$ cat config.mk
export PLATFORM = sky130hd
export DESIGN_NAME = cell_draw_sequencer
export DESIGN_NICKNAME = d
export VERILOG_FILES = /design/src/rtl/cell_draw_sequencer.sv
export SDC_FILE = /design/constraint.sdc
export NUM_CORES = 1
export LEC_CHECK = 0
export CAP_MARGIN = 0
export CORE_MARGIN = 4
export CORE_UTILIZATION = 45
export DETAILED_ROUTE_END_ITERATION = 10
export HOLD_SLACK_MARGIN = 0.05
export PLACE_DENSITY = 0.69
export SYNTH_ARGS = -nofsm -noshare
export SYNTH_HDL_FRONTEND = slang
export SYNTH_SLANG_ARGS = --single-unit
$ cat constraint.sdc
create_clock -name CLOCK_50 -period 5.5 [get_ports CLOCK_50]
set_input_delay 1.65 -clock CLOCK_50 [delete_from_list [all_inputs] [get_ports CLOCK_50]]
set_output_delay 1.65 -clock CLOCK_50 [all_outputs]
set_load 0.03 [all_outputs]
$ cat src/rtl/cell_draw_sequencer.sv
// ---------------------------------------------------------------------------
// cell_draw_sequencer
//
// Purpose: repaints cells of a 7x6 game board on a 160x120 VGA adapter.
//   A scan pointer walks the 42 cells one per cycle. A cell is repainted when
//   its board value differs from the last value drawn (shadow copy) or when
//   its dirty bit is set. A repaint streams an 8x8 sprite: 64 ROM addresses,
//   each followed one cycle later by a pixel plot.
//
// Ports:
//   CLOCK_50    in   sole clock, rising edge
//   Reset       in   synchronous, active-high reset
//   board_flat  in   84  cell i at [2i+1:2i]; 00 empty, 01 P1, 10 P2
//   redraw_all  in   one-cycle request to repaint every cell
//   mem_addr    out  6   sprite ROM address {yc, xc}; 0 outside a draw
//   sprite_sel  out  2   value of the cell being drawn (ROM select)
//   plot        out  pixel write strobe
//   vga_x       out  8   pixel x
//   vga_y       out  7   pixel y
//   busy        out  high during a draw and its trailing plot cycle
//   draw_done   out  pulse on the last plot cycle of a cell
//
// Configuration:
//   CELL_DRAW_REDRAW_ALL_EN  when defined, redraw_all sets every dirty bit;
//                            otherwise redraw_all is ignored.
// ---------------------------------------------------------------------------
module cell_draw_sequencer (
    input  logic        CLOCK_50,
    input  logic        Reset,
    input  logic [83:0] board_flat,
    input  logic        redraw_all,
    output logic [5:0]  mem_addr,
    output logic [1:0]  sprite_sel,
    output logic        plot,
    output logic [7:0]  vga_x,
    output logic [6:0]  vga_y,
    output logic        busy,
    output logic        draw_done
);

    localparam logic       S_SCAN    = 1'b0;
    localparam logic       S_DRAW    = 1'b1;
    localparam logic [5:0] LAST_CELL = 6'd41;
    localparam logic [5:0] LAST_PIX  = 6'd63;

    logic        state;
    // ptr doubles as the latched cell index: it is frozen for the whole draw.
    logic [5:0]  ptr;
    logic [83:0] shadow;
    logic [41:0] dirty;
    logic [41:0] dirty_next;
    logic [5:0]  cnt;
    logic [7:0]  x0;
    logic [6:0]  y0;

    logic [1:0]  cur_val;
    logic [1:0]  shadow_val;
    logic        candidate;
    logic [5:0]  ptr_next;
    logic [2:0]  row;
    logic [2:0]  col;

    assign cur_val    = board_flat[{ptr, 1'b0} +: 2];
    assign shadow_val = shadow[{ptr, 1'b0} +: 2];
    assign candidate  = (state == S_SCAN) && ((cur_val != shadow_val) || dirty[ptr]);
    assign ptr_next   = (ptr == LAST_CELL) ? 6'd0 : ptr + 6'd1;
    assign row        = 3'(ptr / 6'd7);
    assign col        = 3'(ptr % 6'd7);

    assign mem_addr   = (state == S_DRAW) ? cnt : 6'd0;
    // draw_done marks the trailing plot cycle, which already sits in SCAN.
    assign busy       = (state == S_DRAW) | draw_done;

    always_comb begin
        dirty_next = dirty;
        if (candidate)
            dirty_next[ptr] = 1'b0;
`ifdef CELL_DRAW_REDRAW_ALL_EN
        // A redraw request issued on a latch cycle keeps that cell dirty.
        if (redraw_all)
            dirty_next = '1;
`endif
    end

`ifndef CELL_DRAW_REDRAW_ALL_EN
    logic unused_redraw;
    assign unused_redraw = redraw_all;
`endif

    always_ff @(posedge CLOCK_50) begin
        if (Reset) begin
            state      <= S_SCAN;
            ptr        <= 6'd0;
            shadow     <= '0;
            dirty      <= '0;
            cnt        <= 6'd0;
            x0         <= 8'd0;
            y0         <= 7'd0;
            sprite_sel <= 2'b00;
            plot       <= 1'b0;
            vga_x      <= 8'd0;
            vga_y      <= 7'd0;
            draw_done  <= 1'b0;
        end else begin
            dirty <= dirty_next;

            // Pixel stage: follows the ROM address by one cycle to match the
            // registered sprite ROM.
            plot      <= (state == S_DRAW);
            draw_done <= (state == S_DRAW) && (cnt == LAST_PIX);
            if (state == S_DRAW) begin
                vga_x <= x0 + {5'b0, cnt[2:0]};
                vga_y <= y0 + {4'b0, cnt[5:3]};
            end

            case (state)
                S_SCAN: begin
                    if (candidate) begin
                        state                       <= S_DRAW;
                        sprite_sel                  <= cur_val;
                        shadow[{ptr, 1'b0} +: 2]    <= cur_val;
                        x0                          <= 8'd37 + 8'd13 * {5'b0, col};
                        y0                          <= 7'd24 + 7'd13 * {4'b0, row};
                        cnt                         <= 6'd0;
                    end else begin
                        ptr <= ptr_next;
                    end
                end
                default: begin
                    cnt <= cnt + 6'd1;
                    if (cnt == LAST_PIX) begin
                        state <= S_SCAN;
                        ptr   <= ptr_next;
                    end
                end
            endcase
        end
    end

endmodule

After elaboration in Yosys (flattened, before gate mapping)

Cells that the tools add are included.

Bits in registers: 173
Input bits: 87
Output and inout bits: 26

Add/sub/neg operators: 7
$mul: 2
Divide/modulo/power cells: 2
Magnitude comparators: 2
Eq/ne operators: 5
Shift-type cells: 4
Mux-type cells: 15
Bitwise logic cells: 4
Reductions and logical operators: 7

Operators with widths:

| operator                 | count |
|---|---|
| $shiftx A84 B8 Y2        | 2 |
| $bwmux W84               | 1 |
| $shift A2 B9 Y84 const A | 1 |
| $shiftx A2 B9 Y84        | 1 |
| $and A42 B42 Y42         | 1 |
| $mux W6                  | 7 |
| $not A42 Y42             | 1 |
| $mul A4 B3 Y7 const A    | 2 |
| $add A6 B1 Y6 const B    | 2 |
| $eq A6 B6 Y1 const B     | 2 |
| $neg A7 Y9               | 1 |
| $add A6 B7 Y8 const A    | 1 |
| $add A8 B3 Y8            | 1 |
| $add A5 B7 Y7 const A    | 1 |
| $add A7 B3 Y7            | 1 |
| $lt A6 B7 Y1 const B     | 1 |
| $bmux W1 S6              | 1 |
| $demux W1 S6             | 1 |
| $div A6 B3 Y6 const B    | 1 |
| $ge A6 B1 Y1 const B     | 1 |
| $mod A6 B3 Y6 const B    | 1 |
| $mux W1                  | 5 |
| $reduce_and A2 Y1        | 2 |
| $logic_and A1 B1 Y1      | 3 |
| 7 further kinds          | 7 |

Logic depth before layout (Yosys ltp)

Gate-level depths: netlist of run 1.

Depth in word-level cells: 6
Depth in mapped cells: 25

Worst setup path after synthesis of run 1

OpenSTA, ideal clock, no wires.

Path kind: reg2reg
From: register ptr[2]
To: register x0[6]
Arrival time: 5183 ps
Required time: 5414 ps
Path slack: 232 ps
Stages on the path, launching flop included: 26
Buffers on the path: 7
Cell sequence: dfxtp_1 buf_6 buf_6 buf_2 buf_2 buf_2 buf_2 nor2_1 nand3b_1 o21ai_0 ha_1 buf_1 a31oi_1 o221a_2 xnor2_1 ha_1 a21oi_1 mux2_2 inv_1 fa_1 ha_1 a31oi_1 o21bai_1 a21oi_1 xor2_1 a211oi_1

Cells in the longest elaborated chain, start to end: 5
Elaborated cells between the ends (all ways): 11
Those cells by class: add/sub (1); mul (1); div (1); eq/ne (1); shift (2); mux (2); reduce/logical (3)

RTL lines:

| item                                                  | line | source |
|---|---|---|
| start: declaration                                    | 48   | `logic [5:0] ptr;` |
| start signal: assignment                              | 126  | `ptr <= ptr_next;` |
| start signal: assignment                              | 133  | `ptr <= ptr_next;` |
| branches (longest 5 deep; another with $add A6 B7 Y8) | -    |  |
| end signal: assignment                                | 122  | `x0 <= 8'd37 + 8'd13 * {5'b0, col};` |
| end: declaration                                      | 53   | `logic [7:0] x0;` |

Parallel ways; which one is timed is not known. The select of a mux whose other input is x is not followed.
A chain may end at the register's enable or synchronous reset.

Worst setup path in the final report of run 1

From: register ptr[4]
To: register x0[6]

The elaborated chain is that of the path after synthesis.

==> flow_metrics.env, run 1 <==
export IMPL_maxCapViolations=0
export IMPL_critPathLaunchType="flip-flop"
export IMPL_placementRows=53
export IMPL_synth_seq_cells=173
export IMPL_syn_area_per_cell_um2=8.95
export IMPL_drtAntennaViolNets=0
export IMPL_synth_seq_area_share_pct=35.9
export IMPL_die_x_um=154
export IMPL_fmax_mhz=215
export IMPL_critPathMaxFanout=8
export IMPL_finClkSkew_ns=0.0115
export IMPL_seqCellArea_um2=3470
export IMPL_antenna_found_initial=0
export IMPL_grt_use_met2_pct=37.5
export IMPL_min_period_ns=4.65
export IMPL_path_class="reg2reg"
export IMPL_p_leak_nw=4.47
export IMPL_drive_gt1_share_pct=9.61
export IMPL_grt_busiest_layer="met2"
export IMPL_syn_to_final_growth_pct=18.7
export IMPL_wirelength_um=28700
export IMPL_clkTransAtPathRegs_ns=0.07
export IMPL_tritoncts="yes"
export IMPL_nets=1269
export IMPL_synth_cell_area_um2=9650
export IMPL_worst_slew_pin_slew_ns=1.15
export IMPL_fp_dieH_um=154
export IMPL_postCtsSetupRepairBufs=0
export IMPL_worstSetupEndpointType="flip-flop"
export IMPL_status="finished clean"
export IMPL_diodes=0
export IMPL_grt_pass1_vias=8201
export IMPL_cts_buffers_inserted=17
export IMPL_num_vias=8558
export IMPL_drv_slew=0
export IMPL_dieArea_um2=23900
export IMPL_io_buffers=111
export IMPL_vias_per_cell=5.94
export IMPL_hold_violations=0
export IMPL_drt_initial_drc_count=847
export IMPL_start_util_pct=45.8
export IMPL_worstPathRequired_ns=5.85
export IMPL_synth_top_cell_by_area="dfxtp_1"
export IMPL_grt_pass1_wl_um=45900
export IMPL_num_io_pins=113
export IMPL_dp_hpwl_um=20200
export IMPL_use_met3_pct=5.57
export IMPL_hold_buffers=0
export IMPL_period_share_pct=84.5
export IMPL_clock_latency_ns=0.44
export IMPL_yosysMostFrequentCell="dfxtp_1"
export IMPL_clockBufferDepth=2
export IMPL_ir_drop_uv=255
export IMPL_cp_arrival_ns=5.00
export IMPL_multiInputGateArea_um2=5660
export IMPL_finalSetupViolCount=0
export IMPL_clock_sinks=173
export IMPL_ys_top_cells_by_count="dfxtp_1, nand2_1, mux2i_1"
export IMPL_synth_flop_cell="dfxtp_1"
export IMPL_cts_htree_levels=4
export IMPL_powerDensity_nw_per_um2=335
export IMPL_core_um2=21100
export IMPL_synthCells=1079
export IMPL_postPlaceCellArea_um2=10900
export IMPL_rsz0062_at_grt="false"
export IMPL_fin_area_um2=11500
export IMPL_met1_usage_pct=32.9
export IMPL_synth_edf_count=0
export IMPL_yosysWarnings=0
export IMPL_root_buffer="clkbuf_16"
export IMPL_drt_pass1_iterations=6
export IMPL_drt_wirelength_per_cell_um=19.9
export IMPL_yosysUniqueCellTypes=75
export IMPL_drc=0
export IMPL_syn_nets=1196
export IMPL_holdCritPathClass="reg2reg"
export IMPL_gp_congestion=0.938
export IMPL_ys_top_cells_by_area="dfxtp_1, mux2i_1, nand2_1, mux4_2, ha_1"
export IMPL_cts_resized=0
export IMPL_gr_usage_all_layers_pct=24.0
export IMPL_gr_total_overflow=0
export IMPL_setup_tns_final_ns=0
export IMPL_synth_top_area_share_pct=35.9
export IMPL_grt_max_degree=79
export IMPL_relSlewSlack_pct=23.0
export IMPL_num_fill_cells=1908
export IMPL_synthArstFlopShare_pct=0
## metrics by stage
step                utilization [%]  std cells  setup slack (ns)  power, mW  hold WS [ns]
floorplan                         -       1079             0.232       2.27         0.408
global placement               51.6       1408             0.681       2.63         0.417
detailed placement             51.6       1408             0.654       2.64         0.421
CTS                            54.3       1440             0.859       3.84         0.433
global route                   54.3       1440             0.510       4.02         0.447
finish                         54.3       1440             0.851       3.83         0.433
## registers in the layout (all words and copies together) (netlist names)
register and count:
cnt 6, dirty 42, sprite_sel 2, x0 8, vga_x 8, state 1
ptr 6, shadow 84, plot 1, draw_done 1, y0 7, vga_y 7
## cells by family after synthesis
kind of cell / share of synthesized area [%]
AND/OR/NAND/NOR: 19.5
adder cells (fa/ha/maj): 4.30
XOR/XNOR: 2.07
multiplexers: 17.6
AO/OA/AOI/OAI: 15.2
buffers and inverters: 5.46
flip-flops: 35.9
## power by group
part,switching [mW],total (mW),leakage (nW),internal [mW]
Sequential,0.0861,1.42,1.40,1.33
Clock,0.561,1.20,0.284,0.644
Combinational,0.767,1.21,2.78,0.441
Total,1.41,3.83,4.47,2.42
## placed cells by master (no fill, tap or decap), drive strengths merged, types with 6 or more instances in the layout
cell,netlist,final
dfxtp,173,173
nand2,146,146
clkdlybuf4s50,0,110
mux2i,109,109
nor2,73,73
a21oi,58,58
nand3,47,47
buf,40,28
inv,20,28
nor3,27,27
ha,26,26
o21ai,22,22
mux2,22,22
a211oi,20,20
a22oi,20,20
clkbuf,44,18
nor2b,16,16
mux4,16,16
a221oi,16,16
and2,14,14
xnor2,11,11
and3,11,11
xor2,11,11
a22o,10,10
or3,10,10
a31oi,9,9
nand4,9,9
and4,7,7
nor3b,6,6
## critical path, cell delays in order, from the launching register on
cell and delay [ns]:
dfxtp_1 0.31, nand2_1 0.20, nor2_1 0.08, nand3b_1 0.15, o21ai_0 0.07, ha_1 0.35, a31oi_1 0.13, o221a_2 0.35
xnor2_1 0.17, ha_1 0.23, a21oi_1 0.39, mux2_2 0.43, inv_1 0.10, fa_1 0.43, ha_1 0.34, a31oi_1 0.24
o21bai_1 0.09, a21oi_1 0.17, xor2_1 0.09, a211oi_1 0.24
## path summary, 6_finish.rpt
check,slack (ns),cells past startpoint,endpoint,start
max,0.85,19,x0[6],ptr[4]
min,0.43,2,dirty[17],dirty[17]
max reg2reg,0.85,19,x0[6],ptr[4]
min reg2reg,0.43,2,dirty[17],dirty[17]
## routing by layer
metal	up-vias	routed length, µm
met4	0	737
met3	63	2190
li1	4087	-
met5	-	0
met2	333	13200
met1	4075	12600
## cell type report
cell class,instances,share of cell area [%]
clock buffer,18,3.75
clock inverter,14,1.30
inverter,21,0.699
multi-input combinational,801,49.4
sequential,173,30.3
tap,275,3.00
timing repair buffer,138,11.5
(Power assumes the default switching activity.)
==> run 2: changes to the inputs <==
--- a/config.mk
+++ b/config.mk
@@ -10,7 +10,7 @@
 export CORE_UTILIZATION = 45
 export DETAILED_ROUTE_END_ITERATION = 10
 export HOLD_SLACK_MARGIN = 0.05
-export PLACE_DENSITY = 0.69
+export PLACE_DENSITY = 0.66
 export SYNTH_ARGS = -nofsm -noshare
 export SYNTH_HDL_FRONTEND = slang
 export SYNTH_SLANG_ARGS = --single-unit
==> constraint.sdc (replaced) <==
create_clock -name CLOCK_50 -period 4.8 [get_ports CLOCK_50]
set_input_delay 1.44 -clock CLOCK_50 [delete_from_list [all_inputs] [get_ports CLOCK_50]]
set_output_delay 1.44 -clock CLOCK_50 [all_outputs]
set_load 0.03 [all_outputs]
==> run 2 against run 1 <==
Highest routed layer unchanged. Die area is the same. Via count is 0.46% higher. Cell area increased by 0.83%. Critical path depth decreased by 3. Largest power group unchanged. Non-clock buffer count rose by 10. Clock power up 18%. Sequential cell count unchanged. Critical path type unchanged. Worst hold slack got worse by 0.0019 ns.
==> flow_metrics.env, run 2 (same netlist as run 1, synthesis figures left out) <==
export IMPL_finClkSkew_ns=0.0103
export IMPL_hp_start="dirty[25]"
export IMPL_drtAntennaViolNets=0
export IMPL_rsz0062_at_grt="false"
export IMPL_worstPathRequired_ns=5.09
export IMPL_fin_cells=1450
export IMPL_reg_top3="shadow (84), dirty (42)"
export IMPL_fin_area_um2=11600
export IMPL_grt_max_degree=68
export IMPL_powerDensity_nw_per_um2=385
export IMPL_core_um2=21100
export IMPL_mostFrequentLayoutCell="dfxtp_1"
export IMPL_pre_cts_ws_ns=0.166
export IMPL_worst_slew_pin_slew_ns=1.03
export IMPL_finalSetupViolCount=0
export IMPL_p_sw_share_pct=36.4
export IMPL_placementRows=53
export IMPL_drt_initial_drc_count=886
export IMPL_drive_gt1_share_pct=10.6
export IMPL_tritoncts="yes"
export IMPL_io_buffers=111
export IMPL_clockBufferDepth=2
export IMPL_setup_tns_final_ns=0
export IMPL_worstSetupEndpointType="flip-flop"
export IMPL_holdPathStages=2
export IMPL_gr_usage_all_layers_pct=24.1
export IMPL_num_io_pins=113
export IMPL_critPathMaxStageDelay_ns=0.61
export IMPL_rr_worst_depth=16
export IMPL_crit_chain="buf_4 -> nor2b_1 -> mux2_2 -> a32oi_1 -> nor2b_1 -> o32ai_1 -> a21oi_2 -> mux2_2 -> inv_1 -> fa_1 -> ha_1 -> a31oi_2 -> o21bai_1 -> a21oi_1 -> xor2_1 -> a211oi_1"
export IMPL_nets=1279
export IMPL_mostFrequentLayoutCells="dfxtp_1, nand2_1, clkdlybuf4s50_1"
export IMPL_holdCritPathClass="reg2reg"
export IMPL_p_comb_share_pct=31.7
export IMPL_vias_per_cell=5.93
export IMPL_path_class="reg2reg"
export IMPL_fin_ws_ns=0.418
export IMPL_wirelength_um=28700
export IMPL_hold_violations=0
export IMPL_gp_congestion=0.892
export IMPL_grt_pass1_vias=8315
export IMPL_status="finished clean"
export IMPL_regMostFlops="shadow"
export IMPL_start_util_pct=45.8
export IMPL_drt_wirelength_per_cell_um=19.8
export IMPL_relSlewSlack_pct=31.1
export IMPL_root_buffer="clkbuf_16"
export IMPL_diodes=0
export IMPL_seqPwrFrac_pct=36.3
export IMPL_cts_buffers_inserted=17
export IMPL_drt_pass1_iterations=5
export IMPL_clockPowerShare_pct=32.0
export IMPL_total_power_mw=4.45
export IMPL_hold_buffers=0
export IMPL_clock_sinks=173
export IMPL_drc=0
export IMPL_antenna_found_initial=0
export IMPL_dieArea_um2=23900
export IMPL_fmax_mhz=228
export IMPL_worstReg2RegStart="ptr[2]"
export IMPL_drv_slew=0
export IMPL_cp_arrival_ns=4.67
export IMPL_gr_total_overflow=0
export IMPL_dp_hpwl_um=20500
export IMPL_clkTransAtPathRegs_ns=0.07
export IMPL_critPathLaunchType="flip-flop"
export IMPL_postPlaceCellArea_um2=10900
export IMPL_clock_latency_ns=0.44
export IMPL_period_share_pct=91.3
export IMPL_num_vias=8597
export IMPL_post_place_cells=1417
export IMPL_syn_to_final_growth_pct=19.7
export IMPL_critPathMaxFanout=36
export IMPL_maxCapViolations=0
export IMPL_die_x_um=154
export IMPL_ir_drop_uv=256
export IMPL_r2r_slack_ns=0.42
export IMPL_rr_endpoint="x0[6]"
export IMPL_p_leak_nw=4.52
export IMPL_hold_end="dirty[25]"
export IMPL_cts_htree_levels=4
export IMPL_p_int_mw=2.83
export IMPL_switchingPower_mw=1.62
export IMPL_crit_slowest_cell="nor2b_1"
export IMPL_largest_register_ffs=84
export IMPL_min_period_ns=4.38
export IMPL_fp_dieH_um=154
export IMPL_grt_pass1_wl_um=46000
-- run 2: how the worst max path moves through the flow --
stage	start	to	slack, ns	cells past startpoint
6_report	ptr[2]	x0[6]	0.42	16
5_1_grt	ptr[4]	x0[6]	0.07	19
4_1_cts	ptr[4]	x0[6]	0.32	19
3_5_place_dp	board_flat[30]	shadow[74]	0.17	11
3_3_place_gp	board_flat[30]	shadow[74]	0.20	11
2_1_floorplan	ptr[2]	x0[6]	0.008	25
-- run 2: power by group through the flow --
stage | Sequential (mW) | Combinational [mW] | Clock, mW
6_report | 1.61 | 1.41 | 1.42
5_1_grt | 1.63 | 1.52 | 1.51
4_1_cts | 1.62 | 1.40 | 1.45
3_5_place_dp | 1.65 | 1.39 | 0
3_3_place_gp | 1.65 | 1.38 | 0
2_1_floorplan | 1.70 | 0.901 | 0
-- run 2: timing repair --
item                                    in CTS  in global routing
setup buffers                                0                  1
gates resized for setup                      0                  0
endpoints found under the setup margin       0                  1
-- run 2: per-stage QoR --
stage                     hold slack, ns  utilization, %
after detailed placement           0.423            51.9
after floorplan                    0.408               -
after global placement             0.415            51.9
after CTS                          0.432            54.7
final                              0.431            54.8
after global routing               0.453            54.8
-- run 2: metal layers --
metal | track usage (%) | share of wire (%) | vias up
li1 | - | - | 4100
met1 | 33.0 | 44 | 4143
met2 | 38.5 | 47 | 318
met3 | 5.26 | 7.3 | 36
met4 | 6.98 | 1.8 | 0
met5 | 0 | 0 | -
-- run 2: worst max-delay path, delay by kind of cell, from the launching register on --
family / cells / cell delay, ns
xor+xnor: 1 / 0.16
flops: 1 / 0.43
fa+ha+maj: 2 / 0.77
buf+inv: 2 / 0.41
compound gates: 7 / 1.03
mux: 2 / 0.68
simple gates: 2 / 0.75
-- run 2: cell type report --
cell class	instances	area, µm²
Fill cell	1935	9540
Multi-Input combinational cell	801	5670
Timing Repair Buffer	148	1380
Clock buffer	18	429
Sequential cell	173	3470
Inverter	21	80.1
Clock inverter	14	171
Tap cell	275	344
